### config.mk
export PLATFORM = sky130hd
export DESIGN_NAME = usb2_utmi_link_tx
export DESIGN_NICKNAME = d
export VERILOG_FILES = /design/src/rtl/usb2_utmi_link_tx.sv
export SDC_FILE = /design/constraint.sdc
export NUM_CORES = 1
export LEC_CHECK = 0
export BUFFER_PORTS_ARGS = -buffer_cell sky130_fd_sc_hd__buf_4
export CORE_ASPECT_RATIO = 0.75
export CORE_MARGIN = 1.5
export CORE_UTILIZATION = 51
export DETAILED_ROUTE_END_ITERATION = 10
export PLACE_DENSITY = 0.72
export SLEW_MARGIN = 20
export SYNTH_ARGS = -nofsm -noshare
export SYNTH_HDL_FRONTEND = slang
export SYNTH_SLANG_ARGS = --single-unit
export TNS_END_PERCENT = 30
### constraint.sdc
create_clock -name i_clk -period 3.3 [get_ports i_clk]
set_clock_uncertainty 0.1 [all_clocks]
set_input_delay 0 -clock i_clk [delete_from_list [all_inputs] [get_ports i_clk]]
set_output_delay 0 -clock i_clk [all_outputs]
set_load 0.02 [all_outputs]
### src/rtl/usb2_utmi_link_tx.sv
// UTMI link-side packet transmitter: PID byte, optional payload, CRC16, then an inter-packet gap.
// Optional feature macro: USB2_LINK_TX_PID_CHECK_EN (reject PIDs a device never transmits).
module usb2_utmi_link_tx #(
   parameter int MAX_PKT_BYTES = 512,
   parameter int IPG_CYCLES    = 8,
   localparam int LW = $clog2(MAX_PKT_BYTES + 1)
) (
   input  logic          i_clk,
   input  logic          i_rst,
   input  logic          i_pkt_valid,
   input  logic [3:0]    i_pkt_pid,
   input  logic [LW-1:0] i_pkt_len,
   output logic          o_pkt_ready,
   input  logic [7:0]    i_pl_data,
   input  logic          i_pl_valid,
   output logic          o_pl_ready,
   output logic [7:0]    o_utmi_txdata,
   output logic          o_utmi_txvalid,
   input  logic          i_utmi_txready,
   output logic          o_busy,
   output logic          o_done,
   output logic          o_underrun,
   output logic          o_pid_err
);

   localparam int GW = (IPG_CYCLES > 1) ? $clog2(IPG_CYCLES) : 1;

   typedef enum logic [2:0] {
      S_IDLE,
      S_PID,
      S_DATA,
      S_CRC_LO,
      S_CRC_HI,
      S_GAP
   } state_t;

   state_t        r_state, w_state;
   logic          r_is_data, w_is_data;
   logic [LW-1:0] r_cnt, w_cnt;
   logic [GW-1:0] r_gap, w_gap;
   logic [15:0]   r_crc, w_crc;
   logic [7:0]    r_txdata, w_txdata;
   logic          r_txvalid, w_txvalid;
   logic          r_ready, w_ready;
   logic          r_busy, w_busy;
   logic          r_done, w_done;
   logic          r_underrun, w_underrun;

   logic          w_accept;
   logic          w_pid_ok;
   logic          w_reject;
   logic          w_consume;
   logic          w_owed;
   logic [LW-1:0] w_len_clamped;

   // USB CRC16 in reflected form (0xA001), one byte LSB-first.
   function automatic logic [15:0] crc16Byte(input logic [15:0] crc, input logic [7:0] data);
      logic [15:0] c;
      c = crc;
      for (int i = 0; i < 8; i++) begin
         if (c[0] ^ data[i]) c = (c >> 1) ^ 16'hA001;
         else                c = c >> 1;
      end
      return c;
   endfunction

`ifdef USB2_LINK_TX_PID_CHECK_EN
   // Data PIDs end in 2'b11 and handshake PIDs in 2'b10; tokens and specials are refused.
   assign w_pid_ok = i_pkt_pid[1];
`else
   assign w_pid_ok = 1'b1;
`endif

   assign w_accept      = r_ready & i_pkt_valid;
   assign w_reject      = w_accept & ~w_pid_ok;
   assign w_consume     = r_txvalid & i_utmi_txready;
   assign w_owed        = ((r_state == S_PID) || (r_state == S_DATA)) && (r_cnt != '0);
   assign w_len_clamped = (i_pkt_len > LW'(MAX_PKT_BYTES)) ? LW'(MAX_PKT_BYTES) : i_pkt_len;

   assign o_pl_ready     = i_utmi_txready & r_txvalid & w_owed;
   assign o_pkt_ready    = r_ready;
   assign o_busy         = r_busy;
   assign o_done         = r_done;
   assign o_underrun     = r_underrun;
   assign o_utmi_txdata  = r_txdata;
   assign o_utmi_txvalid = r_txvalid;

   // The state names what is currently sitting in the TxData register.
   always_comb begin
      w_state    = r_state;
      w_is_data  = r_is_data;
      w_cnt      = r_cnt;
      w_gap      = r_gap;
      w_crc      = r_crc;
      w_txdata   = r_txdata;
      w_txvalid  = r_txvalid;
      w_done     = 1'b0;
      w_underrun = 1'b0;
      case (r_state)
         S_IDLE: begin
            if (w_accept && w_pid_ok) begin
               w_is_data = (i_pkt_pid[1:0] == 2'b11);
               w_cnt     = (i_pkt_pid[1:0] == 2'b11) ? w_len_clamped : '0;
               w_crc     = 16'hFFFF;
               w_txdata  = {~i_pkt_pid, i_pkt_pid};
               w_txvalid = 1'b1;
               w_state   = S_PID;
            end
         end
         S_PID, S_DATA: begin
            if (w_consume) begin
               if (w_owed) begin
                  if (i_pl_valid) begin
                     w_txdata = i_pl_data;
                     w_crc    = crc16Byte(r_crc, i_pl_data);
                     w_cnt    = r_cnt - LW'(1);
                     w_state  = S_DATA;
                  end else begin
                     w_txvalid  = 1'b0;
                     w_txdata   = 8'h00;
                     w_underrun = 1'b1;
                     w_gap      = GW'(IPG_CYCLES - 1);
                     w_state    = S_GAP;
                  end
               end else if (r_is_data) begin
                  w_txdata = ~r_crc[7:0];
                  w_state  = S_CRC_LO;
               end else begin
                  w_txvalid = 1'b0;
                  w_txdata  = 8'h00;
                  w_done    = 1'b1;
                  w_gap     = GW'(IPG_CYCLES - 1);
                  w_state   = S_GAP;
               end
            end
         end
         S_CRC_LO: begin
            if (w_consume) begin
               w_txdata = ~r_crc[15:8];
               w_state  = S_CRC_HI;
            end
         end
         S_CRC_HI: begin
            if (w_consume) begin
               w_txvalid = 1'b0;
               w_txdata  = 8'h00;
               w_done    = 1'b1;
               w_gap     = GW'(IPG_CYCLES - 1);
               w_state   = S_GAP;
            end
         end
         S_GAP: begin
            if (r_gap == '0) w_state = S_IDLE;
            else             w_gap   = r_gap - GW'(1);
         end
         default: begin
            w_state   = S_IDLE;
            w_txvalid = 1'b0;
         end
      endcase
      w_ready = (w_state == S_IDLE) && !w_reject;
      w_busy  = (w_state != S_IDLE);
   end

   always_ff @(posedge i_clk) begin
      if (i_rst) begin
         r_state    <= S_IDLE;
         r_is_data  <= 1'b0;
         r_cnt      <= '0;
         r_gap      <= '0;
         r_crc      <= 16'hFFFF;
         r_txdata   <= 8'h00;
         r_txvalid  <= 1'b0;
         r_ready    <= 1'b0;
         r_busy     <= 1'b0;
         r_done     <= 1'b0;
         r_underrun <= 1'b0;
      end else begin
         r_state    <= w_state;
         r_is_data  <= w_is_data;
         r_cnt      <= w_cnt;
         r_gap      <= w_gap;
         r_crc      <= w_crc;
         r_txdata   <= w_txdata;
         r_txvalid  <= w_txvalid;
         r_ready    <= w_ready;
         r_busy     <= w_busy;
         r_done     <= w_done;
         r_underrun <= w_underrun;
      end
   end

`ifdef USB2_LINK_TX_PID_CHECK_EN
   logic r_pid_err;

   always_ff @(posedge i_clk) begin
      if (i_rst) r_pid_err <= 1'b0;
      else       r_pid_err <= w_reject;
   end

   assign o_pid_err = r_pid_err;
`else
   assign o_pid_err = 1'b0;
`endif

endmodule

==> flow_metrics.py <==
metrics = {
    "timing": {
        "rsz0062_at_grt": "false",
        "post_route_worst_hold_slack_ns": 0.009810,
        "layout_worst_path_cycle_share_pct": 83.59,
        "setup-tns-final_ns": 0,
        "number_of_setup_violations_in_the_final_report": 0,
        "finalCriticalPeriod_ns": 2.758,
        "worst_pin_slew_ns": 0.6554,
        "clock.fmax_mhz": 362.5,
        "hold_viol_final": 0,
        "slew-limit-headroom_pct": 55.97,
        "timing.final.ws_setup_ns": 0.5415,
        "slew_viols_final": 0,
    },
    "detailed_routing": {
        "antenna_violating_nets_post_route": 0,
        "drt_pass1_iterations": 4,
        "first_iter_violations": 168,
        "wire_length_the_detailed_router_placed_on_met1_mm": 3.742,
        "vias_after_detailed_routing": 2794,
        "met2_wirelength_from_detailed_routing_mm": 3.204,
        "highest_layer": "met4",
        "drt-vias-per-instance": 5.845,
        "wl_met3_um": 438,
        "wl_per_cell_um": 15.50,
        "drc": 0,
        "wl_mm": 7.407,
    },
    "synthesis": {
        "post_synth_main_area_contributors": "sky130_fd_sc_hd__dfxtp_1 33%, sky130_fd_sc_hd__nor2_1 7.0%, sky130_fd_sc_hd__xnor2_1 5.6%, sky130_fd_sc_hd__nor3_1 4.5%, sky130_fd_sc_hd__a21oi_1 3.8%",
        "postSynthAreaPerCell_um2": 7.771,
        "synth.cell_area_um2": 2798,
        "syn_inst": 360,
        "synth_seq_cells": 46,
        "yosys_warnings": 0,
        "ys_async_sr_fraction_pct": 0,
        "post-synth-top-area-fraction_pct": 32.92,
        "synth_area_leader_cell": "sky130_fd_sc_hd__dfxtp_1",
        "syn_nets": 390,
        "synth.yosys.seq_area_share_pct": 32.92,
        "synth_edf_count": 0,
        "synthFlopType": "sky130_fd_sc_hd__dfxtp_1",
        "synth.lib_cells_used.distinct": 58,
    },
    "global_route": {
        "grt_pass1_vias": 2340,
        "remaining_overflow_grt": 0,
        "grt.total_usage_pct": 25.61,
        "grt_antenna_before_repair": 0,
        "first_pass_grt_wire_length_mm": 11.64,
        "largest_net_degree_at_the_start_of_global_routing": 50,
    },
    "layout": {
        "final_net_count": 432,
        "area_delta_synth_final_pct": 20.48,
        "post_layout_instance_area_um2": 3371,
        "post_route_cells_drive_above_1_share_pct": 16.13,
        "final_core_utilization_pct": 63.31,
        "layoutNonFillerInstCount": 478,
        "final_cell_mix": "52 x sky130_fd_sc_hd__nor2_1, 46 x sky130_fd_sc_hd__dfxtp_1, 44 x sky130_fd_sc_hd__buf_4",
        "num_antenna_cells": 0,
        "mostFrequentLayoutCell": "sky130_fd_sc_hd__nor2_1",
    },
    "critical_path": {
        "critical_path_peak_fanout": 15,
        "worst-endpoint-required_ns": 3.40,
        "timing.critical_path.to_type": "register",
        "worst_setup_path_start_kind": "register",
        "cell_family_with_most_cp_delay": "simple AND/OR/NAND/NOR gates",
        "critical-path-max-stage-delay_ns": 0.58,
        "cp_num_buf_inv": 1,
        "slowest_stage": "sky130_fd_sc_hd__o22ai_2",
        "crit_path_cell_trace": "inv_1, ha_1, or4b_4, nor3_2, nor2_1, o22ai_2, a211oi_1, a211oi_1",
        "critPathKind": "reg2reg",
        "critical_path_arrival_ns": 2.86,
        "critical-path-top-cell-by-count": "sky130_fd_sc_hd__a211oi_1",
    },
    "pwr": {
        "power-per-cell-area_nw_per_um2": 490.1,
        "report.power.total_mw": 1.652,
        "static-leakage-power_nw": 1.291,
        "vdd_ir_drop_max_v": 0.0003732,
    },
    "run_status": {
        "status": "finished clean",
    },
    "cts": {
        "cts_hold_buffers": 16,
        "htree_levels": 2,
        "clock_transition_at_the_register_clock_pins_on_the_worst_setup_and_hold_paths_after_cts_ns": 0.09,
        "insertion_delay_ns": 0.30,
        "postCtsResizedCells": 0,
        "cts_setup_buffers": 0,
        "cts_inserted_buffers": 5,
        "clock_sink_count": 46,
        "tritoncts_clock_tree": "yes",
        "root_buffer": "sky130_fd_sc_hd__clkbuf_8",
        "clockBufferDepth": 2,
    },
    "placement": {
        "placement.setup.worst_slack_ns": 0.5977,
        "detailed_place.area_um2": 3120,
        "dp_hpwl_mm": 5.146,
        "place.gp.congestion": 0.8759,
        "io_buffer_count": 40,
        "post-place-cells": 454,
    },
    "run": {
        "cap_violations": 0,
    },
    "floorplan": {
        "row_count": 23,
        "die-height_um": 67.14,
        "io_pins": 42,
        "floorplan.die_area_um2": 5944,
        "initial_utilization_pct": 52.55,
        "dieWidth_um": 88.53,
        "core_um2": 5324,
    },
    "worst_hold_path": {
        "timing.hold.worst.class": "in2reg",
    },
}
## logic make-up after synthesis
group / synth area share, %
adders and majority gates: 1.342
DFF: 32.92
and+or+nand+nor: 25.13
xor gates and xnor gates: 8.318
buffers and inverters: 5.233
AOI/OAI and AO/OA: 26.21
other: 0.1340
muxes: 0.7156
## flip-flops by register name, indices dropped and copies added, names as in the netlist
name	cells
o_busy	1
o_done	1
o_pkt_ready	1
o_underrun	1
o_utmi_txdata	8
o_utmi_txvalid	1
r_cnt	10
r_crc	16
r_gap	3
r_is_data	1
r_state	3
## cell usage after synthesis, drive strengths merged (2+ instances only)
master,count
nor4b,3
o21a,3
a22o,2
nor2,52
o21bai,12
xnor2,18
and3,3
o211ai,2
o211a,2
nor2b,5
nor4,2
nand2,25
or2,5
clkbuf,18
dfxtp,46
a31oi,7
xor2,6
inv,10
nor3,27
o21ai,19
ha,3
a311oi,3
a22oi,6
a21oi,21
or3,2
a221oi,2
nand3,7
and2,5
a32o,2
a21o,2
a211oi,10
o221ai,2
o22a,3
mux2i,2
o22ai,3
buf,7
## tightest hold or removal path, stage by stage
cell                      delay (ns)
sky130_fd_sc_hd__buf_4          0.09
sky130_fd_sc_hd__a32o_1         0.11
sky130_fd_sc_hd__nand2_1        0.05
sky130_fd_sc_hd__a21oi_1        0.11
## power by group
group | switching [mW] | internal, mW
clock | 0.200 | 0.149
combinational | 0.380 | 0.274
sequential | 0.0491 | 0.600
## cell type report
class                      count  area, um^2
inverter                      10       37.54
sequential                    46       920.9
tap                           75       93.84
multi-input combinational    279        1738
timing repair buffer          60       490.5
fill                         486        1953
clock inverter                 3       21.27
clock buffer                   5       68.82
## routing by layer
metal,up-vias,global-route usage [%]
met2,103,39.69
met1,1322,37.87
met3,2,4.279
met4,0,4.492
met5,-,0
li1,1367,-
## worst paths after layout
check        slack [ns]  cells after the start               end              from
min reg2reg        0.36                      2  o_utmi_txdata[6]  o_utmi_txdata[6]
max                0.54                      8          r_cnt[1]          r_cnt[0]
min                0.01                      4          r_cnt[7]      i_pkt_len[7]
max reg2reg        0.54                      8          r_cnt[1]          r_cnt[0]
Note: power is estimated with default switching activity, not from simulation.
